==> src/rtl/conv_phase_sequencer.sv <==
// Steps the convolution datapath MEMORY -> SINGLE PE -> SA3x3 -> SA2x2 -> DISPLAY with settle gaps,
// per-phase timeout, skip/abort/restart; every output is registered and enables double as submodule resets.
module conv_phase_sequencer #(
    parameter int unsigned TIMEOUT_CYCLES = 1024,
    parameter int unsigned SETTLE_CYCLES  = 2,
    parameter int unsigned CNT_W          = 16
) (
    input  logic             clk,
    input  logic             rst,
    input  logic             start,
    input  logic             abort,
    input  logic [2:0]       skip_mask,
    input  logic             done_memory,
    input  logic             done_single,
    input  logic             done_3_3,
    input  logic             done_2_2,
    output logic             enable_memory,
    output logic             enable_singlePE,
    output logic             enable_SA3x3,
    output logic             enable_SA2x2,
    output logic             enable_display,
    output logic [2:0]       mode_num,
    output logic             busy,
    output logic             error,
    output logic [2:0]       err_phase,
    output logic [CNT_W-1:0] phase_cycles
);
    typedef enum logic [2:0] {S_IDLE, S_RUN, S_GAP, S_DISPLAY, S_ERR} state_t;

    localparam int unsigned      GAP_W      = (SETTLE_CYCLES > 1) ? $clog2(SETTLE_CYCLES) : 1;
    localparam logic [GAP_W-1:0] GAP_LAST   = GAP_W'(SETTLE_CYCLES - 1);
    localparam logic [CNT_W-1:0] CNT_MAX    = '1;
    localparam logic [CNT_W-1:0] TIMEOUT_V  = CNT_W'(TIMEOUT_CYCLES);
    localparam logic             TIMEOUT_EN = (TIMEOUT_CYCLES != 0);
    localparam logic [2:0]       MODE_DISP  = 3'd4;
    localparam logic [2:0]       MODE_GAP   = 3'd5;
    localparam logic [2:0]       MODE_ERR   = 3'd6;
    localparam logic [2:0]       MODE_IDLE  = 3'd7;

    state_t             state_q;
    logic [2:0]         phase_q;
    logic [2:0]         nxt_q;
    logic [2:0]         mask_q;
    logic [GAP_W-1:0]   gap_q;
    logic [CNT_W-1:0]   cnt_q;
    logic [CNT_W-1:0]   cnt_d;
    logic [4:0]         en_q;
    logic [2:0]         mode_q;
    logic               busy_q;
    logic               error_q;
    logic [2:0]         err_phase_q;
    logic [CNT_W-1:0]   phase_cycles_q;
    logic               done_cur;
    logic               start_ok;

    // First phase after p whose skip bit is clear; DISPLAY (4) when none remain.
    function automatic logic [2:0] next_phase(input logic [2:0] p, input logic [2:0] mask);
        if (p < 3'd1 && !mask[0])      next_phase = 3'd1;
        else if (p < 3'd2 && !mask[1]) next_phase = 3'd2;
        else if (p < 3'd3 && !mask[2]) next_phase = 3'd3;
        else                           next_phase = 3'd4;
    endfunction

    always_comb begin
        done_cur = 1'b0;
        case (phase_q)
            3'd0:    done_cur = done_memory;
            3'd1:    done_cur = done_single;
            3'd2:    done_cur = done_3_3;
            3'd3:    done_cur = done_2_2;
            default: done_cur = 1'b0;
        endcase
    end

    assign cnt_d    = (cnt_q == CNT_MAX) ? cnt_q : cnt_q + 1'b1;
    assign start_ok = start & ~abort;

    always_ff @(posedge clk) begin
        if (!rst) begin
            state_q        <= S_IDLE;
            phase_q        <= 3'd0;
            nxt_q          <= 3'd0;
            mask_q         <= 3'd0;
            gap_q          <= '0;
            cnt_q          <= '0;
            en_q           <= 5'd0;
            mode_q         <= MODE_IDLE;
            busy_q         <= 1'b0;
            error_q        <= 1'b0;
            err_phase_q    <= 3'd0;
            phase_cycles_q <= '0;
        end else if (abort && state_q != S_IDLE) begin
            state_q <= S_IDLE;
            en_q    <= 5'd0;
            mode_q  <= MODE_IDLE;
            busy_q  <= 1'b0;
        end else begin
            case (state_q)
                S_IDLE, S_ERR: begin
                    if (start_ok) begin
                        mask_q  <= skip_mask;
                        error_q <= 1'b0;
                        state_q <= S_RUN;
                        phase_q <= 3'd0;
                        cnt_q   <= CNT_W'(1);
                        en_q    <= 5'b00001;
                        mode_q  <= 3'd0;
                        busy_q  <= 1'b1;
                    end
                end
                S_RUN: begin
                    // A done sampled on the timeout cycle still completes the phase.
                    if (done_cur) begin
                        phase_cycles_q <= cnt_q;
                        en_q           <= 5'd0;
                        state_q        <= S_GAP;
                        gap_q          <= '0;
                        nxt_q          <= next_phase(phase_q, mask_q);
                        mode_q         <= MODE_GAP;
                    end else if (TIMEOUT_EN && cnt_q == TIMEOUT_V) begin
                        state_q     <= S_ERR;
                        en_q        <= 5'd0;
                        error_q     <= 1'b1;
                        err_phase_q <= phase_q;
                        busy_q      <= 1'b0;
                        mode_q      <= MODE_ERR;
                    end else begin
                        cnt_q <= cnt_d;
                    end
                end
                S_GAP: begin
                    if (gap_q == GAP_LAST) begin
                        phase_q <= nxt_q;
                        en_q    <= 5'(5'b00001 << nxt_q);
                        mode_q  <= nxt_q;
                        if (nxt_q == MODE_DISP) begin
                            state_q <= S_DISPLAY;
                            busy_q  <= 1'b0;
                        end else begin
                            state_q <= S_RUN;
                            cnt_q   <= CNT_W'(1);
                        end
                    end else begin
                        gap_q <= gap_q + 1'b1;
                    end
                end
                S_DISPLAY: begin
                    // Rerun goes through a settle gap so the display drops before memory restarts.
                    if (start_ok) begin
                        mask_q  <= skip_mask;
                        error_q <= 1'b0;
                        state_q <= S_GAP;
                        gap_q   <= '0;
                        nxt_q   <= 3'd0;
                        en_q    <= 5'd0;
                        mode_q  <= MODE_GAP;
                        busy_q  <= 1'b1;
                    end
                end
                default: state_q <= S_IDLE;
            endcase
        end
    end

    assign enable_memory   = en_q[0];
    assign enable_singlePE = en_q[1];
    assign enable_SA3x3    = en_q[2];
    assign enable_SA2x2    = en_q[3];
    assign enable_display  = en_q[4];
    assign mode_num        = mode_q;
    assign busy            = busy_q;
    assign error           = error_q;
    assign err_phase       = err_phase_q;
    assign phase_cycles    = phase_cycles_q;

endmodule

==> config.mk <==
export PLATFORM = sky130hd
export DESIGN_NAME = conv_phase_sequencer
export DESIGN_NICKNAME = d
export VERILOG_FILES = /design/src/rtl/conv_phase_sequencer.sv
export SDC_FILE = /design/constraint.sdc
export NUM_CORES = 1
export LEC_CHECK = 0
export CAP_MARGIN = 5
export CELL_PAD_IN_SITES_DETAIL_PLACEMENT = 1
export CELL_PAD_IN_SITES_GLOBAL_PLACEMENT = 1
export CORE_MARGIN = 3
export CORE_UTILIZATION = 40
export DETAILED_ROUTE_END_ITERATION = 12
export PLACE_DENSITY_LB_ADDON = 0.1
export SLEW_MARGIN = 5
export SYNTH_ARGS = -nofsm -noshare
export SYNTH_HDL_FRONTEND = slang
export SYNTH_SLANG_ARGS = --single-unit
==> constraint.sdc <==
create_clock -name clk -period 5.95 [get_ports clk]
set_input_delay 0.595 -clock clk [delete_from_list [all_inputs] [get_ports clk]]
set_output_delay 0.595 -clock clk [all_outputs]
set_load 0.01 [all_outputs]
==> flow_summary.yaml, run 1 <==
die:
  die_y_um: 91.0
  rows: 30
  die_w_um: 91.0
  io_pins: 40
  start_util_pct: 41.8
  core_mm2: 0.00691
  dieArea_mm2: 0.00828
layout:
  nets: 369
  post_layout_nonfiller_instances: 456
  fin_util_pct: 51.0
  drive_gt1_share_pct: 7.78
  fin_area_mm2: 0.00352
  n_antenna_cell: 0
  nFillCells: 822
  syn_to_final_growth_pct: 21.8
setup_path:
  cp.buffers_inverters: 1
  rrSetupSlack_ns: 3.12
  crit_arrival_ns: 3.06
  rr_worst_depth: 6
  critPathRequiredTime_ns: 6.18
  cp-end-kind: "register"
  regToRegEndpoint: "phase_cycles[9]$_SDFFE_PN0P_"
  crit_slowest_cell: "dfxtp_1"
  startpoint_type: "register"
  critPathMaxFanout: 17
  critPathTopFamily: "simple AND/OR/NAND/NOR gates"
  timing.rr.start: "state_q[0]$_SDFFE_PP0P_"
  slowest_delay_ns: 0.65
  critical_path_class: "register to register"
  worstPathCellList: "inv_1 -> or3_1 -> nor2_1 -> nand2_1 -> mux2i_1 -> nor2b_1"
synth:
  synth_area_leader_cell: "dfxtp_1"
  yosys_warnings: 0
  syn_nets: 338
  yosys-top-cells-area: "dfxtp_1 (40%), mux2i_1 (9.7%), nor2b_1 (5.8%)"
  synthDistinctLibCells: 54
  synthMostInstantiatedCell: "dfxtp_1"
  ys_dominant_reg_cell: "dfxtp_1"
  synth-async-reset-ratio_pct: 0
  netlist_top_cells_count: "dfxtp_1 (58), nor2_1 (30), mux2i_1 (28)"
  avgSynthCellArea_um2: 8.89
  yosysSeqAreaShare_pct: 40.2
  synth_area_mm2: 0.00289
  synth-edff-count: 0
  synth-seq-cells: 58
  synthCells: 325
  yosysTopAreaCellShare_pct: 40.2
timing:
  slew_headroom_pct: 36.4
  tns_ns: 0
  rsz0062_at_grt: "false"
  worst_pin_slew_ns: 0.952
  period_needed_ns: 2.83
  hold_viol_final: 0
  final-setup-viol-count: 0
  maxSlewViolCount: 0
  final.period_utilization_pct: 47.5
  fmax_mhz: 354
  fin_ws_ns: 3.12
  clock-skew-final_ns: 0.00908
placement:
  dp_cells: 441
  postPlaceCellArea_mm2: 0.00331
  dpl.hpwl_um: 5000
  gp_congestion: 0.832
  dp_slack_ns: 2.88
  port_buffers: 39
min_path:
  hold_path.class: "register to register"
  hold_end: "mode_num[0]$_SDFFE_PP1P_"
  min_path_cells: 2
  min_from: "mode_num[0]$_SDFFE_PP1P_"
drt:
  wl_per_cell_um: 15.8
  drt-initial-drc-count: 201
  ant_nets: 0
  drt-total-wl_um: 7200
  drc: 0
  viasPerCell: 5.31
  vias: 2420
  drt_pass1_iterations: 4
clock_network:
  tritoncts: "yes"
  cts.sinks: 58
  insertion_delay_ns: 0.35
  hold_buffers: 0
  cts_buffer_depth: 2
  cts.clk_slew.worst_paths_ns: 0.06
  ctsRootBufferMaster: "clkbuf_8"
  cts_made_buffers: 9
  htreeDepth: 3
  post_cts_buffers: 0
  post_cts_resized: 0
global_route:
  antenna_found_initial: 0
  grt_usage_pct: 18.5
  grt_max_degree: 38
  grt_pass1_wl_um: 12200
  first_global_vias: 2387
  grt_overflow: 0
power:
  power.density_mw_per_mm2: 247
  peakVddDrop_mv: 0.113
  p_leak_nw: 1.29
flow_run:
  maxCapViolCount: 0
status:
  status: "complete, no violations"
## state kept, by name, summed over array words and instances, names as in the netlist
signal,cells
error,1
err_phase,3
phase_cycles,16
gap_q,1
nxt_q,3
mode_num,3
phase_q,3
state_q,3
busy,1
mask_q,3
cnt_q,16
en_q,5
## worst register-to-register path, delay by kind of cell (launching register included)
kind / cells / cell delay (ns)
and+or+nand+nor: 4 / 1.44
buffers and inverters: 1 / 0.27
muxes: 1 / 0.36
DFF: 1 / 0.65
## worst max path at each step
stage,from,to,slack [ns],depth (start not counted)
after detailed placement,start,cnt_q[9]$_SDFFE_PN0P_,2.88,7
after global routing,state_q[0]$_SDFFE_PP0P_,phase_cycles[6]$_SDFFE_PN0P_,2.87,6
after CTS,state_q[0]$_SDFFE_PP0P_,phase_cycles[12]$_SDFFE_PN0P_,3.10,6
after floorplan,done_single,cnt_q[9]$_SDFFE_PN0P_,3.72,7
final,state_q[0]$_SDFFE_PP0P_,phase_cycles[9]$_SDFFE_PN0P_,3.12,6
after global placement,start,cnt_q[9]$_SDFFE_PN0P_,2.93,7
## per-stage QoR
stage               hold slack [ns]  total power [mW]
global placement              0.457             0.487
floorplan                     0.476             0.461
CTS                           0.470             0.880
finish                        0.463             0.871
detailed placement            0.460             0.489
global route                  0.498             0.910
## cell usage in the layout, fill, tap and decap left out, types with 4 or more instances in the layout
master           instances
nor2_1                  30
nor2b_1                 27
dfxtp_1                 58
clkbuf_8                 9
nand2_1                 22
mux2i_1                 28
xnor2_1                 12
inv_1                   10
nor3b_1                  4
nor3_1                  15
o21ai_0                  8
a21oi_1                 13
clkdlybuf4s50_1         39
nand3_1                  9
nor4_1                   7
## kinds of logic after synthesis
family / share of synthesized area (%)
AND/OR/NAND/NOR: 25.5
adder cells (fa/ha/maj): 1.26
multiplexers: 11.0
flip-flops: 40.2
XOR/XNOR: 3.64
buffers and inverters: 4.81
AO/OA/AOI/OAI: 13.6
## report_power, final
part | switching (mW) | internal [mW]
Sequential | 0.00816 | 0.396
Clock | 0.160 | 0.231
Combinational | 0.0406 | 0.0357
Total | 0.209 | 0.662
## cell type report
class,count,area (um2),area share (%)
Clock buffer,9,124,3.52
Timing Repair Buffer,41,405,11.5
Inverter,10,37.5,1.07
Sequential cell,58,1160,33.0
Clock inverter,6,82.6,2.35
Multi-Input combinational cell,236,1590,45.1
Tap cell,96,120,3.41
## per-layer routing
metal,GRT usage (%),vias to the layer above,part of all wire [%]
met5,0,-,0
met4,7.16,0,1.1
met3,4.56,10,3.2
met2,26.8,44,42
met1,26.3,1156,54
li1,-,1210,-
Power figures use the tool's default switching activity.
==> run 2: changes to the inputs <==
- clock period: 5.95 -> 3 ns (I/O delays scaled with it)
==> run 2 against run 1 <==
  * Setup slack lost 2.7 ns
  * Non-clock buffer count increased by 6
  * Via count rose by 3.2%
  * Global-route usage is 0.72 points higher
  * Sequential cell count unchanged
  * Count of clock-buffer cells in the layout is 3 higher
  * Critical path type unchanged
  * Fmax rose by 11%
  * Clock skew fell by 0.0043 ns
  * Sequential share of layout area decreased by 0.29 points
  * Register-to-register slack got worse by 2.7 ns
==> flow_summary.yaml, run 2 (synthesized netlist as in run 1, its figures left out) <==
status:
  status: "complete, no violations"
clock_network:
  htreeDepth: 3
  hold_buffers: 0
  cts.clk_slew.worst_paths_ns: 0.06
  insertion_delay_ns: 0.33
  cts_buffer_depth: 2
  post_cts_buffers: 0
  post_cts_resized: 0
  cts_made_buffers: 9
  cts.sinks: 58
  tritoncts: "yes"
  ctsRootBufferMaster: "clkbuf_8"
layout:
  nets: 375
  drive_gt1_share_pct: 8.77
  multi_input_area_mm2: 0.00159
  fin_area_mm2: 0.00355
  layout_common_cells: "dfxtp_1 (58), clkdlybuf4s50_1 (39), nor2_1 (30)"
  seq_area_mm2: 0.00116
  post_layout_nonfiller_instances: 461
  n_antenna_cell: 0
  fin_util_pct: 51.4
  nFillCells: 829
  final_common_cell: "dfxtp_1"
  syn_to_final_growth_pct: 22.9
timing:
  whs_ns: 0.471
  slew_headroom_pct: 52.4
  final-setup-viol-count: 0
  final.period_utilization_pct: 84.9
  clock-skew-final_ns: 0.00476
  worst_pin_slew_ns: 0.713
  rsz0062_at_grt: "false"
  fmax_mhz: 393
  fin_ws_ns: 0.454
  hold_viol_final: 0
  period_needed_ns: 2.55
  tns_ns: 0
  maxSlewViolCount: 0
placement:
  port_buffers: 39
  dp_cells: 447
  dp_slack_ns: 0.437
  postPlaceCellArea_mm2: 0.00336
  gp_congestion: 0.868
  dpl.hpwl_um: 5410
flow_run:
  maxCapViolCount: 0
drt:
  vias: 2497
  wl_per_cell_um: 16.4
  drc: 0
  drt-initial-drc-count: 184
  drt_pass1_iterations: 4
  ant_nets: 0
  drt-total-wl_um: 7560
  viasPerCell: 5.42
die:
  die_w_um: 91.0
  start_util_pct: 41.8
  dieArea_mm2: 0.00828
  die_y_um: 91.0
  rows: 30
  io_pins: 40
  core_mm2: 0.00691
setup_path:
  critPathMaxFanout: 17
  cp-end-kind: "register"
  crit_arrival_ns: 2.81
  rrSetupSlack_ns: 0.45
  startpoint_type: "register"
  rr_worst_depth: 7
  critical_path_class: "register to register"
  timing.rr.start: "state_q[0]$_SDFFE_PP0P_"
  regToRegEndpoint: "cnt_q[9]$_SDFFE_PN0P_"
  critPathRequiredTime_ns: 3.26
power:
  p_leak_nw: 1.31
  power.density_mw_per_mm2: 473
  peakVddDrop_mv: 0.208
  p_total_mw: 1.68
min_path:
  hold_end: "mode_num[0]$_SDFFE_PP1P_"
  hold_path.class: "register to register"
  min_from: "mode_num[0]$_SDFFE_PP1P_"
  min_path_cells: 2
global_route:
  grt_overflow: 0
  grt_usage_pct: 19.2
  grt_max_degree: 21
  antenna_found_initial: 0
  grt_pass1_wl_um: 12900
  first_global_vias: 2533
run 2: worst max-delay path by stage:
stage,start,to,slack [ns],depth (start not counted)
after CTS,state_q[1]$_SDFFE_PP0P_,cnt_q[9]$_SDFFE_PN0P_,0.48,6
after detailed placement,start,cnt_q[9]$_SDFFE_PN0P_,0.44,7
after global routing,state_q[0]$_SDFFE_PP0P_,nxt_q[1]$_SDFFE_PN0P_,0.24,6
after floorplan,cnt_q[0]$_SDFFE_PN0P_,cnt_q[9]$_SDFFE_PN0P_,0.88,9
final,state_q[0]$_SDFFE_PP0P_,cnt_q[9]$_SDFFE_PN0P_,0.45,7
after global placement,start,cnt_q[9]$_SDFFE_PN0P_,0.51,7
run 2: area by class of cell:
| cell class | instances | share of cell area [%] |
|---|---|---|
| Multi-Input combinational cell | 236 | 44.7 |
| Tap cell | 96 | 3.38 |
| Sequential cell | 58 | 32.7 |
| Clock buffer | 12 | 4.37 |
| Inverter | 10 | 1.06 |
| Clock inverter | 2 | 1.06 |
| Timing Repair Buffer | 47 | 12.7 |
run 2: layer usage:
layer	global-route usage (%)	wire length, um
met1	28.1	3950
met4	7.41	76
met5	0	0
met2	27.8	3270
met3	3.48	256
run 2: power by group:
| group | total [mW] | internal [mW] | switching, mW |
|---|---|---|---|
| logic | 0.156 | 0.0740 | 0.0820 |
| clock network | 0.723 | 0.420 | 0.303 |
| registers | 0.802 | 0.785 | 0.0170 |
| total | 1.68 | 1.28 | 0.402 |
run 2: worst max-delay path: stages (launching register included):
cell and delay [ns]:
dfxtp_1 0.68, inv_1 0.12, buf_4 0.19, a311oi_4 0.36
o211ai_2 0.15, or2_1 0.31, or4_1 0.53, a21oi_1 0.15
==> run 3: changes to the inputs <==
- clock period: 3 -> 2.4 ns (I/O delays scaled with it)
==> run 3 against run 2 <==
  * Final cell count is 3.9% higher
  * Register-to-register slack worse by 0.32 ns
  * Largest cell class unchanged
  * Combinational power rose by 42%
  * Critical path type unchanged
==> flow_summary.yaml, run 3 (synthesized netlist as in run 1, its figures left out) <==
drt:
  drt_pass1_iterations: 4
  vias: 2561
  drc: 0
  wl_per_cell_um: 16.9
  drt-initial-drc-count: 91
  ant_nets: 0
  viasPerCell: 5.35
  drt-total-wl_um: 8090
layout:
  syn_to_final_growth_pct: 28.3
  multi_input_area_mm2: 0.00160
  final_common_cell: "dfxtp_1"
  n_antenna_cell: 0
  nFillCells: 833
  seq_area_mm2: 0.00116
  fin_area_mm2: 0.00371
  nets: 393
  drive_gt1_share_pct: 13.6
  layout_common_cells: "dfxtp_1 (58), clkdlybuf4s50_1 (39), nor2_1 (30)"
global_route:
  grt_max_degree: 27
  first_global_vias: 2643
  grt_overflow: 0
  grt_pass1_wl_um: 13500
  grt_usage_pct: 20.4
  antenna_found_initial: 0
setup_path:
  worstPathCellList: "buf_4 -> nor3_1 -> a311oi_4 -> o211ai_2 -> or2_1 -> or4_1 -> a21oi_1"
  startpoint_type: "register"
  critPathMaxFanout: 12
  timing.rr.start: "state_q[1]$_SDFFE_PP0P_"
  rrSetupSlack_ns: 0.14
  rr_worst_depth: 7
  cp.buffers_inverters: 1
  critPathTopFamily: "simple AND/OR/NAND/NOR gates"
  critPathRequiredTime_ns: 2.67
  crit_slowest_cell: "or4_1"
  crit_arrival_ns: 2.54
  cp-end-kind: "register"
  slowest_delay_ns: 0.53
  critical_path_class: "register to register"
  regToRegEndpoint: "cnt_q[9]$_SDFFE_PN0P_"
die:
  start_util_pct: 41.8
  dieArea_mm2: 0.00828
  core_mm2: 0.00691
  rows: 30
  die_w_um: 91.0
  io_pins: 40
  die_y_um: 91.0
placement:
  dpl.hpwl_um: 5970
  gp_congestion: 0.904
  postPlaceCellArea_mm2: 0.00351
  port_buffers: 39
power:
  p_total_mw: 2.13
  power.density_mw_per_mm2: 574
  peakVddDrop_mv: 0.261
  p_leak_nw: 1.41
timing:
  maxSlewViolCount: 0
  whs_ns: 0.472
  tns_ns: 0
  period_needed_ns: 2.26
  final.period_utilization_pct: 94.3
  fmax_mhz: 442
  worst_pin_slew_ns: 0.650
  final-setup-viol-count: 0
  clock-skew-final_ns: 0.00464
  slew_headroom_pct: 56.6
  rsz0062_at_grt: "false"
  hold_viol_final: 0
min_path:
  hold_end: "mode_num[0]$_SDFFE_PP1P_"
  min_path_cells: 2
  min_from: "mode_num[0]$_SDFFE_PP1P_"
  hold_path.class: "register to register"
flow_run:
  maxCapViolCount: 0
clock_network:
  ctsRootBufferMaster: "clkbuf_8"
  cts_buffer_depth: 2
  cts.clk_slew.worst_paths_ns: 0.06
  insertion_delay_ns: 0.34
  cts.sinks: 58
  hold_buffers: 0
  tritoncts: "yes"
  cts_made_buffers: 9
  htreeDepth: 3
status:
  status: "complete, no violations"
## run 3: cell count changes in the layout (fill, tap and decap cells not counted)
cell / before / now
buf_12: 0 / 1
buf_4: 8 / 25
a31oi_1: 2 / 1
and3b_2: 0 / 1
a31oi_2: 0 / 1
and3b_1: 3 / 2
## run 3: how the worst max path moves through the flow
stage / startpoint / end / slack (ns) / depth (start not counted)
final: state_q[1]$_SDFFE_PP0P_ / cnt_q[9]$_SDFFE_PN0P_ / 0.14 / 7
after global routing: state_q[1]$_SDFFE_PP0P_ / cnt_q[9]$_SDFFE_PN0P_ / 0.02 / 7
after CTS: state_q[1]$_SDFFE_PP0P_ / cnt_q[9]$_SDFFE_PN0P_ / 0.11 / 7
after detailed placement: abort / mode_num[2]$_SDFFE_PP1P_ / 0.00006 / 7
after global placement: abort / mode_num[2]$_SDFFE_PP1P_ / 0.08 / 7
after floorplan: cnt_q[0]$_SDFFE_PN0P_ / cnt_q[9]$_SDFFE_PN0P_ / 0.28 / 9
## run 3: cell type report
| cell class | instances | area share [%] |
|---|---|---|
| well taps | 96 | 3.24 |
| repair buffers | 65 | 16.1 |
| clock inverters | 2 | 1.01 |
| flip-flops and latches | 58 | 31.3 |
| multi-input cells | 236 | 43.1 |
| inverters | 10 | 1.01 |
| clock buffers | 12 | 4.19 |
## run 3: metrics by stage
stage,worst slack [ns],util (%),std cells
after global routing,0.0201,53.7,479
final,0.138,53.7,479
after detailed placement,0.0000555,50.8,465
after global placement,0.0820,50.8,465
after floorplan,0.275,-,325
after CTS,0.107,53.6,479
## run 3: routing by layer
layer	part of all wire (%)	vias up	GRT usage [%]
li1	-	1252	-
met1	49	1241	28.1
met2	45	59	31.5
met3	4.0	9	4.39
met4	1.4	0	7.29
met5	0	-	0
## run 3: worst reg2reg max path: cells and delay by family, from the launching register on
family,cells,cell delay [ns]
compound gates,3,0.58
simple gates,3,0.92
flops,1,0.45
buf+inv,1,0.24
## run 3: timing repair
item / in CTS / in global routing
resized for setup: 0 / 2
setup endpoints to repair: 0 / 8
hold endpoints to repair: 0 / 0
setup buffers: 0 / 0
## run 3: power by group
group / internal [mW] / leakage (nW) / switching [mW]
Sequential: 0.981 / 0.469 / 0.0177
Combinational: 0.109 / 0.845 / 0.112
Clock: 0.525 / 0.0946 / 0.381
Total: 1.62 / 1.41 / 0.511
